==> config.mk <==
export PLATFORM = sky130hd
export DESIGN_NAME = rr_arb_mux_flat
export DESIGN_NICKNAME = d
export VERILOG_FILES = /design/src/rtl/rr_arb_mux_if.sv /design/src/rtl/rr_arb_mux.sv /design/src/flat_wrapper.sv
export SDC_FILE = /design/constraint.sdc
export NUM_CORES = 1
export LEC_CHECK = 0
export CORE_MARGIN = 2
export CORE_UTILIZATION = 41
export DETAILED_ROUTE_END_ITERATION = 10
export GPL_TIMING_DRIVEN = 1
export HOLD_SLACK_MARGIN = 0.05
export PLACE_DENSITY = 0.89
export SLEW_MARGIN = 25
export SYNTH_ARGS = -nofsm -noshare
export SYNTH_HDL_FRONTEND = slang
export SYNTH_SLANG_ARGS = --single-unit
==> constraint.sdc <==
create_clock -name clk -period 4.3 [get_ports clk]
set_input_delay 0.86 -clock clk [delete_from_list [all_inputs] [get_ports clk]]
set_output_delay 0.86 -clock clk [all_outputs]
set_load 0.1 [all_outputs]
==> src/rtl/rr_arb_mux_if.sv <==
// Handshake bundle between N requesters and one registered output stage of
// the round-robin arbitrating mux. The slave modport is the mux's view.
interface rr_arb_mux_if #(
  parameter int WIDTH = 32,
  parameter int NCH   = 4
);
  localparam int SELW = $clog2(NCH);

  logic [NCH-1:0]       in_valid;
  logic [NCH*WIDTH-1:0] in_data;
  logic [NCH-1:0]       in_ready;
  logic                 out_valid;
  logic [WIDTH-1:0]     out_data;
  logic [SELW-1:0]      out_sel;
  logic                 out_ready;

  modport master (
    output in_valid, in_data, out_ready,
    input  in_ready, out_valid, out_data, out_sel
  );

  modport slave (
    input  in_valid, in_data, out_ready,
    output in_ready, out_valid, out_data, out_sel
  );
endinterface

==> src/rtl/rr_arb_mux.sv <==
// N-channel arbitrating multiplexer with a single registered output stage.
// A combinational arbiter (round-robin or fixed priority) picks one valid
// requester whenever the output register can take a beat; the chosen
// channel's data and index are captured on the next rising edge.
module rr_arb_mux #(
  parameter  int WIDTH = 32,
  parameter  int NCH   = 4,
  localparam int SELW  = $clog2(NCH)
) (
  input  logic clk,
  input  logic reset,
  input  logic prio_mode,
  rr_arb_mux_if.slave bus
);

  // NCH widened by one bit so pointer+offset sums can be compared directly.
  localparam logic [SELW:0]   LP_NCH  = (SELW+1)'(NCH);
  localparam logic [SELW-1:0] LP_LAST = SELW'(NCH-1);

  logic             r_outValid;
  logic [WIDTH-1:0] r_outData;
  logic [SELW-1:0]  r_outSel;
  logic [SELW-1:0]  r_ptr;

  logic             w_load;
  logic             w_anyValid;
  logic             w_take;
  logic [SELW:0]    w_idx;
  logic             w_rrFound;
  logic [SELW-1:0]  w_rrGrant;
  logic [SELW-1:0]  w_fixGrant;
  logic [SELW-1:0]  w_grant;
  logic [SELW-1:0]  w_nextPtr;
  logic [WIDTH-1:0] w_grantData;

  // The stage accepts a new beat when empty or when its beat leaves now;
  // nothing is accepted while reset is held.
  assign w_load     = !r_outValid | bus.out_ready;
  assign w_anyValid = |bus.in_valid;
  assign w_take     = w_load & w_anyValid & !reset;
  assign w_grant    = prio_mode ? w_fixGrant : w_rrGrant;
  assign w_nextPtr  = (w_grant == LP_LAST) ? '0 : w_grant + 1'b1;

  // Round-robin search from r_ptr upward, wrapping explicitly at NCH so
  // non-power-of-two channel counts never produce an out-of-range index.
  always_comb begin
    w_rrGrant = '0;
    w_rrFound = 1'b0;
    w_idx     = '0;
    for (int k = 0; k < NCH; k++) begin
      w_idx = {1'b0, r_ptr} + (SELW+1)'(k);
      if (w_idx >= LP_NCH) begin
        w_idx = w_idx - LP_NCH;
      end
      if (!w_rrFound && bus.in_valid[w_idx[SELW-1:0]]) begin
        w_rrGrant = w_idx[SELW-1:0];
        w_rrFound = 1'b1;
      end
    end
  end

  // Fixed priority: scanning downward leaves the lowest valid index last.
  always_comb begin
    w_fixGrant = '0;
    for (int i = NCH-1; i >= 0; i--) begin
      if (bus.in_valid[i]) begin
        w_fixGrant = SELW'(i);
      end
    end
  end

  // Data select by compare-and-pick so the index never needs multiplying.
  always_comb begin
    w_grantData = '0;
    for (int i = 0; i < NCH; i++) begin
      if (w_grant == SELW'(i)) begin
        w_grantData = bus.in_data[i*WIDTH +: WIDTH];
      end
    end
  end

  // Ready goes only to the granted channel and depends on valids, out_ready
  // and reset, never on the data lanes.
  always_comb begin
    bus.in_ready = '0;
    for (int i = 0; i < NCH; i++) begin
      if (w_take && (w_grant == SELW'(i))) begin
        bus.in_ready[i] = 1'b1;
      end
    end
  end

  // Output register and rotation pointer. A firing beat is replaced in the
  // same edge when a new grant is taken, so back-to-back beats see no bubble.
  always_ff @(posedge clk) begin
    if (reset) begin
      r_outValid <= 1'b0;
      r_outData  <= '0;
      r_outSel   <= '0;
      r_ptr      <= '0;
    end else if (w_load) begin
      if (w_anyValid) begin
        r_outValid <= 1'b1;
        r_outData  <= w_grantData;
        r_outSel   <= w_grant;
        if (!prio_mode) begin
          r_ptr <= w_nextPtr;
        end
      end else begin
        r_outValid <= 1'b0;
      end
    end
  end

  assign bus.out_valid = r_outValid;
  assign bus.out_data  = r_outData;
  assign bus.out_sel   = r_outSel;

endmodule

==> src/flat_wrapper.sv <==
// flat-port wrapper written by rule: the top's interface ports become plain ports
module rr_arb_mux_flat 
#(
  parameter  int WIDTH = 32,
  parameter  int NCH   = 4,
  localparam int SELW  = $clog2(NCH)
)
  (clk, reset, prio_mode, bus_in_valid, bus_in_data, bus_out_ready, bus_in_ready, bus_out_valid, bus_out_data, bus_out_sel);
  rr_arb_mux_if #(.WIDTH(WIDTH), .NCH(NCH)) bus_i ();
  input  logic clk;
  input  logic reset;
  input  logic prio_mode;
  input wire logic [$bits(bus_i.in_valid)-1:0] bus_in_valid;
  input wire logic [$bits(bus_i.in_data)-1:0] bus_in_data;
  input wire logic [$bits(bus_i.out_ready)-1:0] bus_out_ready;
  output wire logic [$bits(bus_i.in_ready)-1:0] bus_in_ready;
  output wire logic [$bits(bus_i.out_valid)-1:0] bus_out_valid;
  output wire logic [$bits(bus_i.out_data)-1:0] bus_out_data;
  output wire logic [$bits(bus_i.out_sel)-1:0] bus_out_sel;
  assign bus_i.in_valid = bus_in_valid;
  assign bus_i.in_data = bus_in_data;
  assign bus_i.out_ready = bus_out_ready;
  assign bus_in_ready = bus_i.in_ready;
  assign bus_out_valid = bus_i.out_valid;
  assign bus_out_data = bus_i.out_data;
  assign bus_out_sel = bus_i.out_sel;
  rr_arb_mux #(.WIDTH(WIDTH), .NCH(NCH)) u_core (.clk(clk), .reset(reset), .prio_mode(prio_mode), .bus(bus_i));
endmodule
-- Word level (Yosys, flattened, before mapping)
Index checks and enable logic that the tools add are counted.
- logic and storage cells: 77
- output and inout port bits: 39
- bits in registers: 37
- $lt $le $gt $ge: 8
- bitwise gates (word level): 4
- mux-type cells: 34
- reduce and logical (&&, ||, !) cells: 16
- equality and inequality tests: 3
- add/subtract/negate cells: 8
- operators by type and width (operator ; count):
    32-bit 2-to-1 mux ; 4
    2-bit 2-to-1 mux ; 14
    2-bit by 3-bit less-than comparator with 1-bit output, second input constant ; 4
    1-bit 2-to-1 mux ; 12
    3-bit >= comparator, second input constant ; 3
    1-bit binary-select mux with 2-bit select ; 4
    2-bit by 1-bit subtractor with 2-bit output, second input constant ; 4
    1-bit logical AND ; 7
    2-bit by 2-bit adder with 3-bit output, second input constant ; 2
    1-bit logical NOT ; 5
    2-bit equality test, second input constant ; 2
    4-bit OR reduction ; 1
    2-bit by 1-bit adder with 3-bit output, second input constant ; 1
    2-bit by 3-bit >= comparator with 1-bit output, second input constant ; 1
    3-bit AND reduction ; 1
    2-bit by 1-bit adder with 2-bit output, second input constant ; 1
    1-bit bitwise AND ; 2
    2-bit by 1-bit equality test with 1-bit output, second input constant ; 1
    2-bit logical NOT ; 1
    2-bit AND reduction ; 1
    1-bit NOT ; 1
    1-bit OR ; 1

-- Longest topological paths before layout
- depth in word-level cells: 20
- depth in mapped cells: 12
- gate-level depth less buffers: 9

-- Worst setup path before layout
OpenSTA, ideal clock, no wires.
- kind: input-to-output
- start: input bus_in_valid[3]
- end: output bus_in_ready[3]
- buffers on the path: 3
- required time: 3440 ps
- stages: 9
- setup slack: -1103 ps
- arrival time: 4543 ps
- cell sequence: clkbuf_2 inv_1 a211o_1 o31ai_1 o21a_1 ha_1 clkbuf_1 clkbuf_4 nor3b_1
- word-level cells in the longest chain between the ends: 16
- ends and longest elaborated chain (element ; line ; text):
    start, declared ; flat_wrapper.sv:13 ; input wire logic [$bits(bus_i.in_valid)-1:0] bus_in_valid;
    1-bit binary-select mux with 2-bit select ; rr_arb_mux.sv:55 ; if (!w_rrFound && bus.in_valid[w_idx[SELW-1:0]]) begin
    1-bit 2-to-1 mux (not written as such) ; rr_arb_mux.sv:55 ;
    1-bit 2-to-1 mux ; rr_arb_mux.sv:55 ;
    1-bit logical NOT ; rr_arb_mux.sv:55 ;
    1-bit logical AND ; rr_arb_mux.sv:55 ;
    1-bit 2-to-1 mux ; rr_arb_mux.sv:55 ;
    1-bit logical NOT ; rr_arb_mux.sv:55 ;
    1-bit logical AND ; rr_arb_mux.sv:55 ;
    1-bit 2-to-1 mux ; rr_arb_mux.sv:55 ;
    1-bit logical NOT ; rr_arb_mux.sv:55 ;
    1-bit logical AND ; rr_arb_mux.sv:55 ;
    2-bit 2-to-1 mux ; rr_arb_mux.sv:55 ;
    2-bit 2-to-1 mux * ; rr_arb_mux.sv:41 ; assign w_grant = prio_mode ? w_fixGrant : w_rrGrant;
    named net u_core.w_grant[0] ; rr_arb_mux.sv:32 ; logic [SELW-1:0] w_grant;
    2-bit equality test * ; rr_arb_mux.sv:87 ; if (w_take && (w_grant == SELW'(i))) begin
    1-bit logical AND * ; rr_arb_mux.sv:87 ;
    1-bit 2-to-1 mux * ; rr_arb_mux.sv:87 ;
    end, declared ; flat_wrapper.sv:16 ; output wire logic [$bits(bus_i.in_ready)-1:0] bus_in_ready;
The timed path passes the listed nets; every way through them passes the cells marked *. The select of a mux whose other input is x is not followed.

-- Worst setup path after layout
- start: input bus_in_valid[1]
- end: output bus_in_ready[1]
- word-level cells in the longest chain between the ends: 16
- ends and longest elaborated chain (element ; line):
    1-bit binary-select mux with 2-bit select ; rr_arb_mux.sv:55
    1-bit 2-to-1 mux (not written as such) ; rr_arb_mux.sv:55
    1-bit 2-to-1 mux ; rr_arb_mux.sv:55
    1-bit logical NOT ; rr_arb_mux.sv:55
    1-bit logical AND ; rr_arb_mux.sv:55
    1-bit 2-to-1 mux ; rr_arb_mux.sv:55
    1-bit logical NOT ; rr_arb_mux.sv:55
    1-bit logical AND ; rr_arb_mux.sv:55
    1-bit 2-to-1 mux ; rr_arb_mux.sv:55
    1-bit logical NOT ; rr_arb_mux.sv:55
    1-bit logical AND ; rr_arb_mux.sv:55
    2-bit 2-to-1 mux ; rr_arb_mux.sv:55
    2-bit 2-to-1 mux ; rr_arb_mux.sv:41
    2-bit by 1-bit equality test with 1-bit output ; rr_arb_mux.sv:87
    1-bit logical AND * ; rr_arb_mux.sv:87
    1-bit 2-to-1 mux * ; rr_arb_mux.sv:87
Every way passes the cells marked *; elsewhere a longest branch is shown, timed or not. The select of a mux whose other input is x is not followed.

==> reports/results.ini <==
[layout]
final_common_cell = clkdlybuf4s50_1
design_area_mm2 = 0.00474
multi_input_area_mm2 = 0.00182
final_cell_mix = 169 x clkdlybuf4s50_1, 37 x inv_1, 37 x a21oi_1, 37 x nor2_1, 37 x dfxtp_1
diodes = 0
final_nets = 640
drive_above_1_share = 0.168
area_delta_synth_final_pct = 64.5
seq_area_um2 = 741
n_fill_cell = 533

[sta]
tightest_slew_ns = 1.03
slew_headroom = 0.312
fin_skew_ns = 0.00905
period_needed_ns = 3.82
slew_violations = 0
setup_violations = 0
finalHoldViolations = 0
grt_setup_unrepaired = no
fmax_mhz = 262
holdWs_ns = 0.498
finalCritPeriodShare = 0.887

[cts]
cts-root-buf = clkbuf_8
cts_resized = 0
cts_tree = built
cts.sinks = 37
htreeDepth = 2
cts_hold_buf = 0
cts_setup_buffers = 0
clock_path_buffers = 2
clk_latency_ns = 0.28
clkSlewWorstSetupHoldPaths_ns = 0.07
cts_buffers = 5

[logic_synthesis]
syn_nets = 489
syn_area_per_cell_um2 = 8.25
yosys_warnings = 0
synth-main-ff-cell = dfxtp_1
ys_seq_area_frac = 0.257
yosysUniqueCellTypes = 37
netlist_instances = 349
ys_ff_latch = 37
synth_edf_count = 0
synth_area_mm2 = 0.00288
async_flop_share = 0

[floorplan]
rows = 30
io_pins = 175
die_area_mm2 = 0.00771
dieWidth_um = 87.8
start_util = 0.424
die_y_um = 87.8
coreArea_mm2 = 0.00679

[place]
io_buffers = 174
hpwl_mm = 6.83
placed_cell_area_mm2 = 0.00466
place_congestion = 0.873

[setup_path]
crit_family = buffers and inverters
cp-start-kind = input pin
criticalPathCategory = input pin to primary output
crit_arrival_ns = 2.96
cpMaxStageDelayCell = clkdlybuf4s50_1
worst-path-buf-inv = 2
crit_required_ns = 3.44
crit_path_end_kind = primary output
worstPathMaxFanout = 7
path_cells = clkdlybuf4s50_1, and2b_2, o221a_2, o22ai_1, ha_2, nor3b_2, buf_12
slowest_delay_ns = 0.63

[pwr]
max-vdd-ir-drop_mv = 0.191
power-per-cell-area_mw_per_mm2 = 320
pwr-share-comb = 0.575
p_switching_mw = 0.695
power.leakage_nw = 1.74
pwr-share-clk = 0.156
p_int_mw = 0.819
switching_share = 0.459
seq_power_share = 0.269

[detailed_routing]
first_iter_violations = 174
vias_per_cell = 5.36
route.antenna.remaining_nets = 0
drc = 0
routed_wl_mm = 9.44
dr.pass1.iters = 6
vias = 3199
wl_per_cell_um = 15.8

[run]
cap_viol_max_count = 0

[grt]
antenna_found_initial = 0
grt_pass1_wl_mm = 14.3
grt_pass1_vias = 3040
grtUsageTotal = 0.233
grt-ovfl-total = 0
grt_max_degree = 65

[min_path]
hold_path_class = flip-flop to flip-flop

[status]
outcome = complete, no violations

[area by class of cell]
type                       count  area share
inverter                      37      0.0293
sequential                    37       0.156
clock inverter                 2     0.00211
tap                           96      0.0253
timing repair buffer         182       0.388
clock buffer                   6      0.0153
multi-input combinational    237       0.384
[cell families after synthesis]
family / count (synthesis) / share of synthesized area
fa+ha+maj: 4 / 0.0174
compound gates: 115 / 0.326
flops: 37 / 0.257
buf+inv: 75 / 0.123
mux: 1 / 0.00348
simple gates: 117 / 0.273
[metrics by stage]
step	setup TNS, ns	power [mW]	setup WS [ns]	util	instances
2_1_floorplan	-0.100	1.02	-0.100	-	349
3_3_place_gp	0	1.27	0.586	0.685	589
3_5_place_dp	0	1.29	0.462	0.685	589
4_1_cts	0	1.53	0.496	0.697	597
5_1_grt	0	1.58	0.333	0.697	597
6_report	0	1.51	0.485	0.697	597
[flip-flops by register name, indices dropped and copies added (netlist names)]
name,cells
u_core.bus.out_valid,1
u_core.bus.out_data,32
u_core.bus.out_sel,2
u_core.r_ptr,2
[routing by layer]
layer | vias to the layer above | track usage | part of all wire
met1 | 1477 | 0.264 | 0.40
met5 | - | 0 | 0
met3 | 14 | 0.0556 | 0.078
met2 | 131 | 0.433 | 0.50
li1 | 1577 | - | -
met4 | 0 | 0.0629 | 0.017
[power by group through the flow]
stage | combinational, mW | sequential (mW) | clock, mW
CTS | 0.873 | 0.407 | 0.245
finish | 0.871 | 0.407 | 0.236
detailed placement | 0.871 | 0.415 | 0
global placement | 0.857 | 0.413 | 0
floorplan | 0.321 | 0.701 | 0
global route | 0.917 | 0.412 | 0.255
[cell usage after synthesis, types with 2 or more instances]
library cell  instances  area, µm²
o21ai_0               4       20.0
clkbuf_1             19       71.3
dfxtp_1              37        741
buf_12                2       40.0
nor3_2               26        260
nand2b_1              2       12.5
a211oi_1              8       60.1
a211oi_2             26        325
inv_1                37        139
buf_1                 2       7.51
buf_2                10       50.1
nor2b_1               3       18.8
nand3b_1             32        240
a221oi_1             32        280
nor3_1                8       40.0
clkbuf_4              2       15.0
ha_1                  4       50.1
nor2_1               37        139
nor3b_1               4       30.0
a21oi_1              37        185
[final timing paths]
kind	from	endpoint	slack, ns	cells after the start
max	bus_in_valid[1]	bus_in_ready[1]	0.48	7
min	u_core.bus.out_data[1]$_SDFFE_PP0P_	u_core.bus.out_data[1]$_SDFFE_PP0P_	0.50	2
min reg2reg	u_core.bus.out_data[1]$_SDFFE_PP0P_	u_core.bus.out_data[1]$_SDFFE_PP0P_	0.50	2
max reg2reg	u_core.r_ptr[1]$_SDFFE_PP0P_	u_core.bus.out_data[6]$_SDFFE_PP0P_	1.63	10
[worst reg2reg max path: stages (launching register included)]
cell	delay [ns]
dfxtp_1	0.45
o21ai_0	0.13
a211o_1	0.23
o31ai_1	0.11
o21a_1	0.20
ha_2	0.19
buf_4	0.48
buf_4	0.37
a221oi_1	0.10
a211oi_2	0.21
nor3_2	0.07
Note: power is estimated with default switching activity, not from simulation.
==> RTL edit (same flow settings) <==
Reset style: asynchronous (`reset`), changed in one clocked block.
--- a/src/rtl/rr_arb_mux.sv
+++ b/src/rtl/rr_arb_mux.sv
@@ -92,7 +92,7 @@
 
   // Output register and rotation pointer. A firing beat is replaced in the
   // same edge when a new grant is taken, so back-to-back beats see no bubble.
-  always_ff @(posedge clk) begin
+  always_ff @(posedge clk or posedge reset) begin
     if (reset) begin
       r_outValid <= 1'b0;
       r_outData  <= '0;
Check against the original RTL: differs if reset is asserted again (counterexample within 4 cycles, from zero or initial values and one cycle with reset high); with reset held inactive, the same outputs for 10 cycles.
==> RTL edit against the original RTL <==
Sequential cell count unchanged; design area fell by 5.3%; routed wire length down 7.9%; register-to-register slack lost 0.07 ns; maximum frequency is 5.2% lower; area after synthesis decreased by 12%; clock skew grew 0.0014 ns; worst setup slack worse by 0.21 ns; via count is 8.2% lower; count of clock-buffer cells in the layout rose by 1; critical endpoint unchanged.
Power is not compared: it rests on default switching activity, and its combinational part moved more than twofold at a synthesized area within 25%.
==> RTL edit: results (changes against the original RTL) <==
<table>
<tr><th>Metric</th><th>Value</th></tr>
<tr><th colspan="2">Status</th></tr>
<tr><td>Outcome</td><td>finished clean</td></tr>
<tr><th colspan="2">Global route</th></tr>
<tr><td>Via count of the first global-routing pass</td><td>2760 (-9.2%)</td></tr>
<tr><td>Global router's overall resource usage</td><td>24.57% (+1.3 points)</td></tr>
<tr><td>First-pass GRT wire length</td><td>12.86 mm (-10%)</td></tr>
<tr><th colspan="2">Synth</th></tr>
<tr><td>Unique masters post-synth</td><td>29 (-22%)</td></tr>
<tr><td>Sequential area share after synthesis</td><td>36.51% (+11 points)</td></tr>
<tr><td>Post-synth net total</td><td>447 (-8.6%)</td></tr>
<tr><td>Most numerous cell types in the synthesized netlist</td><td>68 x sky130_fd_sc_hd__a21oi_1, 37 x sky130_fd_sc_hd__dfrtp_1, 37 x sky130_fd_sc_hd__inv_1, 34 x sky130_fd_sc_hd__nor2_1, 32 x sky130_fd_sc_hd__a22oi_1</td></tr>
<tr><td>Cells taking the most area after synthesis</td><td>sky130_fd_sc_hd__dfrtp_1 37%, sky130_fd_sc_hd__a21oi_1 13%, sky130_fd_sc_hd__a221o_1 12%</td></tr>
<tr><th colspan="2">Clock tree</th></tr>
<tr><td>CTS H-tree lvls</td><td>2 (unchanged)</td></tr>
<tr><td>Post_cts resized</td><td>0 (unchanged)</td></tr>
<tr><td>CTS tree</td><td>yes</td></tr>
<tr><th colspan="2">Drt</th></tr>
<tr><td>Vias per inst</td><td>5.389 (+0.57%)</td></tr>
<tr><td>WL per Instance</td><td>15.96 um (+0.93%)</td></tr>
<tr><td>First-pass DRT Iterations</td><td>4 (-2)</td></tr>
<tr><td>DRC violation total after the first TritonRoute iteration</td><td>146 (-16%)</td></tr>
<tr><th colspan="2">Timing</th></tr>
<tr><td>Maximum clock skew at final layout</td><td>0.01046 ns (+0.001404 ns)</td></tr>
<tr><td>Normalized max-slew margin</td><td>32.85% (+1.7 points)</td></tr>
<tr><th colspan="2">Setup path</th></tr>
<tr><td>Critical path data arrival time</td><td>3.16 ns (+0.20 ns)</td></tr>
<tr><td>Largest stage delay, worst path</td><td>0.53 ns (-0.10 ns)</td></tr>
<tr><th colspan="2">Layout</th></tr>
<tr><td>Antenna diode instance count</td><td>0 (unchanged)</td></tr>
<tr><td>Fraction of final layout cells with drive strength greater than 1</td><td>6.383% (-10 points)</td></tr>
<tr><td>Total number of nets in the final design</td><td>609 (-4.8%)</td></tr>
<tr><th colspan="2">Place</th></tr>
<tr><td>Final GP Congestion</td><td>0.8933 (+2.3%)</td></tr>
<tr><td>Detail Placement HPWL</td><td>6.578 mm (-3.8%)</td></tr>
</table>
[RTL edit: cell types whose count changed after synthesis, sizes merged, moves of 8 or more]
cell    delta
dfrtp     +37
a221o     +31
nand3b    -32
a211oi    -34
a22oi     +32
nor3      -34
buf        -8
dfxtp     -37
a221oi    -32
a21oi     +32
[RTL edit: final cells by class]
class,count,area [um2]
Clock inverter,1,5.005
Tap cell,75,93.84
Clock buffer,7,96.34
Sequential cell,37,925.9
Inverter,37,138.9
Timing Repair Buffer,183,1862
Multi-Input combinational cell,205,1364
Fill cell,442,1470
[RTL edit: through the flow]
stage          instances  area, um2  worst slack (ns)  power [mW]  util, %
2_1_floorplan        307       2536            0.3453       1.807        -
3_3_place_gp         537       4384            0.4260       2.287    73.61
3_5_place_dp         537       4384            0.3089       2.317    73.61
4_1_cts              545       4486            0.3014       2.584    75.32
5_1_grt              545       4486            0.1078       2.698    75.32
6_report             545       4486            0.2763       2.574    75.32
[RTL edit: path summary, 6_finish.rpt]
path,start,to,slack (ns),cells past startpoint
max,bus_in_valid[3],bus_in_ready[1],0.28,8
min,u_core.bus.out_data[3],u_core.bus.out_data[3],0.53,2
max reg2reg,u_core.r_ptr[0],u_core.bus.out_data[22],1.56,10
min reg2reg,u_core.bus.out_data[3],u_core.bus.out_data[3],0.53,2
max in group asynchronous,reset,u_core.bus.out_data[29],2.63,3
min in group asynchronous,reset,u_core.r_ptr[1],0.91,2
[RTL edit: power by group]
group          internal (mW)  switching [mW]  leakage [nW]
clock network          0.145           0.117        0.0542
logic                  0.562            1.22          1.43
registers              0.461          0.0671         0.427
[RTL edit: worst min-delay path: cells and delay by family, from the launching register on]
kind | cells | cell delay (ns)
flip-flops | 1 | 0.34
AO/OA/AOI/OAI | 1 | 0.10
AND/OR/NAND/NOR | 1 | 0.05
[RTL edit: logic make-up (layout without fill, tap and decap cells)]
family	count (synthesis)	in the layout	share of synthesized area, %
mux	3	3	1.480
fa+ha+maj	4	4	1.973
flops	37	37	36.51
compound gates	142	142	38.97
simple gates	56	56	11.05
buf+inv	65	228	10.01
[RTL edit: layer usage]
metal / vias up / GRT usage [%] / share of wire [%]
met4: 0 / 5.410 / 0.78
met5: - / 0 / 0
met1: 1367 / 26.55 / 38
li1: 1447 / - / -
met2: 116 / 48.71 / 54
met3: 7 / 4.783 / 7.7
